$ cat config.mk
export PLATFORM = sky130hd
export DESIGN_NAME = l2_arbiter_rr
export DESIGN_NICKNAME = d
export VERILOG_FILES = /design/src/rtl/lc3b_types.sv /design/src/rtl/arb_rr_picker.sv /design/src/rtl/l2_arbiter_rr.sv
export SDC_FILE = /design/constraint.sdc
export NUM_CORES = 1
export LEC_CHECK = 0
export CAP_MARGIN = 5
export CORE_AREA = 5 5 317 319
export CTS_CLUSTER_DIAMETER = 30
export CTS_CLUSTER_SIZE = 16
export DETAILED_ROUTE_END_ITERATION = 10
export DIE_AREA = 0 0 322 324
export REMOVE_ABC_BUFFERS = 1
export SYNTH_ARGS = -nofsm -noshare
export SYNTH_HDL_FRONTEND = slang
export SYNTH_HIERARCHICAL = 1
export SYNTH_SLANG_ARGS = --single-unit
$ cat constraint.sdc
create_clock -name clk -period 1.8 [get_ports clk]
set_input_delay 0.36 -clock clk [delete_from_list [all_inputs] [get_ports clk]]
set_output_delay 0.36 -clock clk [all_outputs]
set_load 0.05 [all_outputs]
$ cat src/rtl/lc3b_types.sv
// Shared LC-3b memory-hierarchy types used by the L1/L2 arbiter.
// L2_ARBITER_RR_EN selects the round-robin picker, not anything in this package.
package lc3b_types;

    typedef logic [15:0]  lc3b_word;
    typedef logic [127:0] lc3b_cache_line;

    typedef enum logic {
        IDLE = 1'b0,
        BUSY = 1'b1
    } arb_state_t;

endpackage

$ cat src/rtl/arb_rr_picker.sv
// Combinational winner selection for l2_arbiter_rr.
// L2_ARBITER_RR_EN defined: round-robin from i_rr_ptr; undefined: lowest index wins.
module arb_rr_picker #(
    parameter int unsigned NUM_CLIENTS = 2,
    parameter int unsigned IDX_W       = 1
) (
    input  logic [NUM_CLIENTS-1:0] i_req,
`ifdef L2_ARBITER_RR_EN
    input  logic [IDX_W-1:0]       i_rr_ptr,
`endif
    output logic [IDX_W-1:0]       o_win_idx,
    output logic                   o_any_req
);

    assign o_any_req = |i_req;

`ifdef L2_ARBITER_RR_EN
    // One spare bit so ptr+offset never overflows before the wrap subtraction.
    logic [IDX_W:0] w_cand;
    logic           w_found;

    always_comb begin
        o_win_idx = '0;
        w_found   = 1'b0;
        w_cand    = '0;
        for (int k = 0; k < NUM_CLIENTS; k++) begin
            w_cand = {1'b0, i_rr_ptr} + (IDX_W+1)'(k);
            if (w_cand >= (IDX_W+1)'(NUM_CLIENTS)) begin
                w_cand = w_cand - (IDX_W+1)'(NUM_CLIENTS);
            end
            if (!w_found && i_req[w_cand[IDX_W-1:0]]) begin
                w_found   = 1'b1;
                o_win_idx = w_cand[IDX_W-1:0];
            end
        end
    end
`else
    always_comb begin
        o_win_idx = '0;
        for (int k = NUM_CLIENTS - 1; k >= 0; k--) begin
            if (i_req[k]) begin
                o_win_idx = IDX_W'(k);
            end
        end
    end
`endif

endmodule

$ cat src/rtl/l2_arbiter_rr.sv
// N-client L1-to-L2 port arbiter; grant held from IDLE pick until l2_mem_resp.
// L2_ARBITER_RR_EN defined: round-robin fairness; undefined: fixed priority (client 0 first).
module l2_arbiter_rr #(
    parameter int unsigned NUM_CLIENTS = 2,
    parameter int unsigned ADDR_WIDTH  = 16,
    parameter int unsigned LINE_WIDTH  = 128
) (
    input  logic                                   clk,
    input  logic                                   rst,
    input  logic [NUM_CLIENTS-1:0][ADDR_WIDTH-1:0] cl_address,
    input  logic [NUM_CLIENTS-1:0]                 cl_read,
    input  logic [NUM_CLIENTS-1:0]                 cl_write,
    input  logic [NUM_CLIENTS-1:0][LINE_WIDTH-1:0] cl_wdata,
    output logic [NUM_CLIENTS-1:0][LINE_WIDTH-1:0] cl_rdata,
    output logic [NUM_CLIENTS-1:0]                 cl_mem_resp,
    input  logic [LINE_WIDTH-1:0]                  l2_rdata,
    input  logic                                   l2_mem_resp,
    output logic [ADDR_WIDTH-1:0]                  l2_address,
    output logic [LINE_WIDTH-1:0]                  l2_wdata,
    output logic                                   l2_read,
    output logic                                   l2_write,
    output logic [NUM_CLIENTS-1:0]                 grant_vec,
    output logic                                   busy
);

    import lc3b_types::*;

    localparam int unsigned IDX_W = $clog2(NUM_CLIENTS);

    arb_state_t               r_state;
    logic [IDX_W-1:0]         r_grant_idx;
    logic [NUM_CLIENTS-1:0]   r_grant_vec;
    logic                     r_busy;

    logic [NUM_CLIENTS-1:0]   w_req;
    logic [IDX_W-1:0]         w_win;
    logic                     w_any_req;

    assign w_req = cl_read | cl_write;

`ifdef L2_ARBITER_RR_EN
    logic [IDX_W-1:0] r_rr_ptr;
    logic [IDX_W-1:0] w_rr_next;

    assign w_rr_next = (r_grant_idx == IDX_W'(NUM_CLIENTS - 1)) ? '0
                                                                 : r_grant_idx + IDX_W'(1);
`endif

    arb_rr_picker #(
        .NUM_CLIENTS (NUM_CLIENTS),
        .IDX_W       (IDX_W)
    ) u_picker (
        .i_req     (w_req),
`ifdef L2_ARBITER_RR_EN
        .i_rr_ptr  (r_rr_ptr),
`endif
        .o_win_idx (w_win),
        .o_any_req (w_any_req)
    );

    always_ff @(posedge clk or posedge rst) begin
        if (rst) begin
            r_state     <= IDLE;
            r_grant_idx <= '0;
            r_grant_vec <= '0;
            r_busy      <= 1'b0;
`ifdef L2_ARBITER_RR_EN
            r_rr_ptr    <= '0;
`endif
        end else begin
            case (r_state)
                IDLE: begin
                    if (w_any_req) begin
                        r_state     <= BUSY;
                        r_grant_idx <= w_win;
                        r_grant_vec <= NUM_CLIENTS'(1) << w_win;
                        r_busy      <= 1'b1;
                    end
                end
                BUSY: begin
                    // Grant is held regardless of request lines until L2 completes.
                    if (l2_mem_resp) begin
                        r_state     <= IDLE;
                        r_grant_vec <= '0;
                        r_busy      <= 1'b0;
`ifdef L2_ARBITER_RR_EN
                        r_rr_ptr    <= w_rr_next;
`endif
                    end
                end
                default: begin
                    r_state     <= IDLE;
                    r_grant_vec <= '0;
                    r_busy      <= 1'b0;
                end
            endcase
        end
    end

    always_comb begin
        l2_address  = '0;
        l2_wdata    = '0;
        l2_read     = 1'b0;
        l2_write    = 1'b0;
        cl_rdata    = '0;
        cl_mem_resp = '0;
        if (r_state == BUSY) begin
            l2_address                = cl_address[r_grant_idx];
            l2_wdata                  = cl_wdata[r_grant_idx];
            l2_read                   = cl_read[r_grant_idx];
            l2_write                  = cl_write[r_grant_idx];
            cl_rdata[r_grant_idx]     = l2_rdata;
            cl_mem_resp[r_grant_idx]  = l2_mem_resp;
        end
    end

    assign grant_vec = r_grant_vec;
    assign busy      = r_busy;

endmodule

* Word-level counts from Yosys, hierarchy flattened
Index checks and enable logic that the tools add are counted.
Storage, ports and cells: register bits 5, output and inout bits 407
Cells by class: order comparisons 2, equality and inequality tests 2, shifts and indexed selects 1, muxes and demuxes 29, bitwise logic cells 4, reduce and logical (&&, ||, !) cells 4
Operators with widths (number):
- $mux W128 | 4
- $and A256 B256 Y256 | 1
- $mux W256 | 1
- $demux W128 S1 | 1
- $mux W16 | 3
- $mux W1 | 13
- $mux W2 | 3
- $pmux W1 S2 | 2
- $pmux W2 S2 | 1
- $reduce_and A2 Y1 | 2
- $and A2 B2 Y2 | 1
- $lt A1 B2 Y1 const B | 1
- $ne A2 B1 Y1 const B | 1
- $ne A2 B2 Y1 const B | 1
- $or A2 B2 Y2 | 1
- $reduce_or A2 Y1 | 1
- $shl A1 B1 Y2 const A | 1
- $demux W1 S1 | 1
- $ge A1 B1 Y1 const B | 1
- $logic_and A1 B1 Y1 | 1
- $not A1 Y1 | 1

* Longest topological paths before layout
depth after elaboration 6, gate-level depth with buffers 5, depth with buffers taken out 4

* Cells and area by module
The synthesis kept the hierarchy.
Modules (own cells, without submodules):
- l2_arbiter_rr | times used 1, cells an instance 646, area each 4351.7 µm²
- arb_rr_picker | times used 1, cells an instance 2, area each 12.5 µm²

* Worst setup path after synthesis
OpenSTA, ideal clock, no wires.
path type reg2out, start point register r_grant_idx, end point output port l2_address[0], data arrival time 1569 ps, data required time 1440 ps, path slack -129 ps, stages on the path, launching flop included 6, path buffers 3, cell sequence dfrtp_1 > buf_4 > buf_4 > buf_6 > mux2i_1 > nor2_1
On the way: cells in the longest elaborated chain, start to end 3
RTL lines:
- from (decl) | line l2_arbiter_rr.sv:31 | logic [IDX_W-1:0] r_grant_idx;
- from (signal assigned) | line l2_arbiter_rr.sv:75 | r_grant_idx <= w_win;
- $mux W16 (implied by the code) (2 in series) | line l2_arbiter_rr.sv:108 | l2_address = cl_address[r_grant_idx];
- $mux W16 | line l2_arbiter_rr.sv:107 | if (r_state == BUSY) begin
- to (decl) | line l2_arbiter_rr.sv:18 | output logic [ADDR_WIDTH-1:0] l2_address,
Every way passes these cells. The select of a mux whose other input is x is not followed.

==> summary by stage <==
Critical path
On the critical path the largest part of the delay comes from buffers and inverters. The data arrival at the endpoint of the critical path is 1740 ps. The worst setup path is launched from a flop. The highest fanout seen on the critical path is 7. The most numerous cell on the critical path is sky130_fd_sc_hd__buf_12. The type of the worst setup path is reg -> out.

The critical path's slowest cell is sky130_fd_sc_hd__dfrtp_4. Counting both buffers and inverters, the worst setup path holds a total of 4. At the worst endpoint, the required time is 1440 ps. Walking the worst path, the cells encountered are nor2b_4 > buf_12 > buf_12 > clkbuf_16 > and2_4 > buf_12. For this run, the slowest stage of the critical path takes 540 ps. The worst setup path is captured at an output port.

Detailed routing
The number of DRC markers after the initial detailed-route iteration is about 300. In the final routing, the length of wire on met1 measures 30310 um. The routed wire length on met2 is 43170 um.

In the detailed route, the total length drawn on met3 is 7023 um. The routed length per instance is between 20 and 30 um. After detailed routing, the number of remaining DRC violations is 0. The highest metal layer carrying signal wires in the routed design is met5. The first detailed-routing pass took 4 iterations. After detailed routing, the total wire length is 81720 um.

The antenna violation net count after detailed routing is 0. The number of vias per cell after detailed routing is 3.022. The total via count after detailed routing is 8489.

Clock tree
The number of buffers on the longest clock path is 2. The root buffer cell is sky130_fd_sc_hd__clkbuf_16. The later pin in the worst-skew pair is clocked with a latency of 230 ps. TritonCTS built the clock tree. The clock-pin slew reported for the worst setup and hold paths after clock tree synthesis is approximately 30 ps.

In this run the number of H-tree levels came out at 1. Counting the buffers created by CTS gives 3. The total clock sinks is 5.

Place
Once placement finished, the instance area stood at 18410 sq um. The post-detailed-placement half-perimeter wirelength is 72260 um. The cell total after placement is 2742.

The count of input and output buffers is between 800 and 900. At the placement stage, the worst setup path has a slack of -367.4 ps. The congestion estimate from routability-driven global placement came to 0.8446.

Power
The worst supply voltage drop on vdd is 574.8 uV. The total power density per cell area is roughly 1900 nW/um^2. The analysis attributes to cell leakage a power of 8.260 nW.

Global routing
Entering global routing, the biggest net connects 63 pins. The via count of the first global-routing pass is 8329. The number of antenna violations at the first check in global routing is 62. The total global-route track usage is 13.92%. For this run the aggregate overflow at the end of global routing stands at 0.

The first global-routing pass estimated 95120 um of wire.

Die
The floorplan step defined a core boundary enclosing 97560 sq um. The die height is between 300 and 400 um. a little over 800 I/O pins were placed. For this configuration, the core starts out at a cell density of 4.474%.

The die width is 322 um. The die covers 104300 sq um. In this run the core area contains 115 standard-cell rows.

Synthesis
The largest area contributor in the netlist is sky130_fd_sc_hd__mux2i_1. The number of storage elements in the synthesis netlist is 5. The top-area cell type share of the netlist area is 33.94%. In the post-synthesis netlist, the biggest area contributors are sky130_fd_sc_hd__mux2i_1, sky130_fd_sc_hd__and2_1, sky130_fd_sc_hd__and3_1. Each instance of the synthesized netlist takes up on average 6.735 sq um.

The number of distinct library cells after synthesis is 22. The post-synthesis instance area is 4364 sq um. The most frequent cell after synthesis is sky130_fd_sc_hd__mux2i_1. After synthesis, the most frequently instantiated cells are sky130_fd_sc_hd__mux2i_1, sky130_fd_sc_hd__nor2_1, sky130_fd_sc_hd__and2_1, sky130_fd_sc_hd__and3_1, sky130_fd_sc_hd__clkbuf_1. In this run, synthesis inferred 0 flip-flops with an integrated enable. For this run, asynchronously set or reset flops after synthesis account for 100.0%.

The Yosys step of the flow raised 6 warnings. The sequential share of the synthesized area is 2.867%. The number of standard cells after synthesis is 648. For this run, the leading register cell type out of synthesis is sky130_fd_sc_hd__dfrtp_1.

STA
The slack of the critical path is -296.5 ps. In this run the tightest slew margin relative to its limit is 76.90%. The final max-slew violation count is 0. The fraction of the cycle the final worst path needs is 116.5%.

The slew at the pin with the worst max-slew slack is 346.5 ps. Derived from the worst setup path, the maximum achievable clock frequency is 477.0 MHz. The final worst clock skew is 1.672 ps. The number of failing hold endpoints at the final stage was 0.

Setup violations remaining at the end of the flow were counted as 404. Setup repair after global routing could not meet its margin everywhere. The time the final worst path needs with I/O delays and setup is ~2100 ps.

Final layout
Cells with a size suffix above 1 make up 51.10% of the layout. From synthesis to final layout, the design area changed by 367.2%. The final design instance area without fill is 20390 sq um. For this run, the number of standard cells in the final layout without fillers is about 2800. The post-layout net count is 1929. The multi-input logic area is about 4500 sq um. The filler cell count is 10590. In the final layout, flip-flops and latches occupy 132.6 sq um.

Outcome
The run finished, with violations left. The checks that failed: setup timing.

Worst hold path
The path class of the lowest-slack min-delay path is in -> async.

Run
The number of max-cap violations is 0.
per-stage QoR:
stage               TNS (ps)  power, W  hold WS, ps  utilization, %
finish                -80640   0.03851        369.5           20.90
global route         -102330   0.03979        399.2           20.87
CTS                   -86200   0.03669        370.3           19.93
detailed placement    -13750   0.03343        496.9           18.87
global placement      -12400   0.03341        488.8           18.87
floorplan           -2380590   0.01045        138.5               -
registers in the layout, indices dropped and copies added, names as in the netlist:
signal and cells:
r_state 1, grant_vec 2, busy 1, r_grant_idx 1
layout make-up:
type	count	area share [%]
antenna	17	0.2086
clock buffer	4	0.3866
inverter	2	0.06136
multi-input combinational	565	22.27
sequential	5	0.6505
tap	1287	7.898
timing repair buffer	929	68.53
final timing paths:
check                                         start                  endpoint  slack, ps  cells past startpoint
min                                             rst  grant_vec[1]$_DFFE_PP0P_        370                      2
min reg2reg                grant_vec[0]$_DFFE_PP0P_  grant_vec[0]$_DFFE_PP0P_        510                      1
max in group asynchronous                       rst   r_grant_idx$_DFFE_PP0P_       1220                      2
max                         r_grant_idx$_DFFE_PP0P_              cl_rdata[31]       -300                      6
min in group clk           grant_vec[0]$_DFFE_PP0P_  grant_vec[0]$_DFFE_PP0P_        510                      1
max reg2reg                 r_grant_idx$_DFFE_PP0P_   r_grant_idx$_DFFE_PP0P_        450                      3
per-layer routing:
metal | track usage [%] | vias to the layer above
met3 | 5.104 | 117
li1 | - | 3928
met4 | 0.7975 | 34
met1 | 15.36 | 3909
met2 | 26.67 | 501
met5 | 0 | -
timing repair:
item                       in CTS  in global routing
setup endpoints to repair     408                408
hold buffers                    0                  0
cloned                          8                 21
pin swaps                      15                 37
gates resized for setup       201                126
setup buffers                  12                  7
cell usage in the layout, fill, tap and decap left out, drive strengths merged:
| master | synthesis | routed |
|---|---|---|
| buf | 47 | 491 |
| clkdlybuf4s50 | 0 | 420 |
| mux2i | 148 | 148 |
| nor2 | 146 | 146 |
| and2 | 129 | 129 |
| and3 | 129 | 129 |
| clkbuf | 29 | 20 |
| diode | 0 | 17 |
| dfrtp | 5 | 5 |
| or2 | 3 | 3 |
| o21ai | 2 | 2 |
| dlymetal6s2s | 0 | 2 |
| inv | 2 | 2 |
| nor2b | 2 | 2 |
| nand2b | 1 | 1 |
| mux2 | 1 | 1 |
| o2bb2ai | 1 | 1 |
| nand2 | 1 | 1 |
| a22o | 1 | 1 |
| nand3b | 1 | 1 |
kinds of logic (layout without fill, tap and decap cells):
| group | Yosys count | after routing | synth area share (%) |
|---|---|---|---|
| simple gates | 412 | 412 | 50.83 |
| mux | 149 | 149 | 34.20 |
| buf+inv | 78 | 935 | 11.47 |
| flops | 5 | 5 | 2.867 |
| compound gates | 4 | 4 | 0.6308 |
| other cells | 0 | 17 | 0 |
worst reg2reg max path, cell delays in order, from the launching register on:
cell and delay, ps:
sky130_fd_sc_hd__dfrtp_4 540, sky130_fd_sc_hd__buf_12 200, sky130_fd_sc_hd__buf_4 220, sky130_fd_sc_hd__mux2_2 280
report_power, final:
part	internal, W	switching, W
Clock	0.000294	0.0000719
Combinational	0.0177	0.0202
Sequential	0.000174	0.0000872
Total	0.0182	0.0203
No activity file was read; power rests on OpenSTA's default activity.
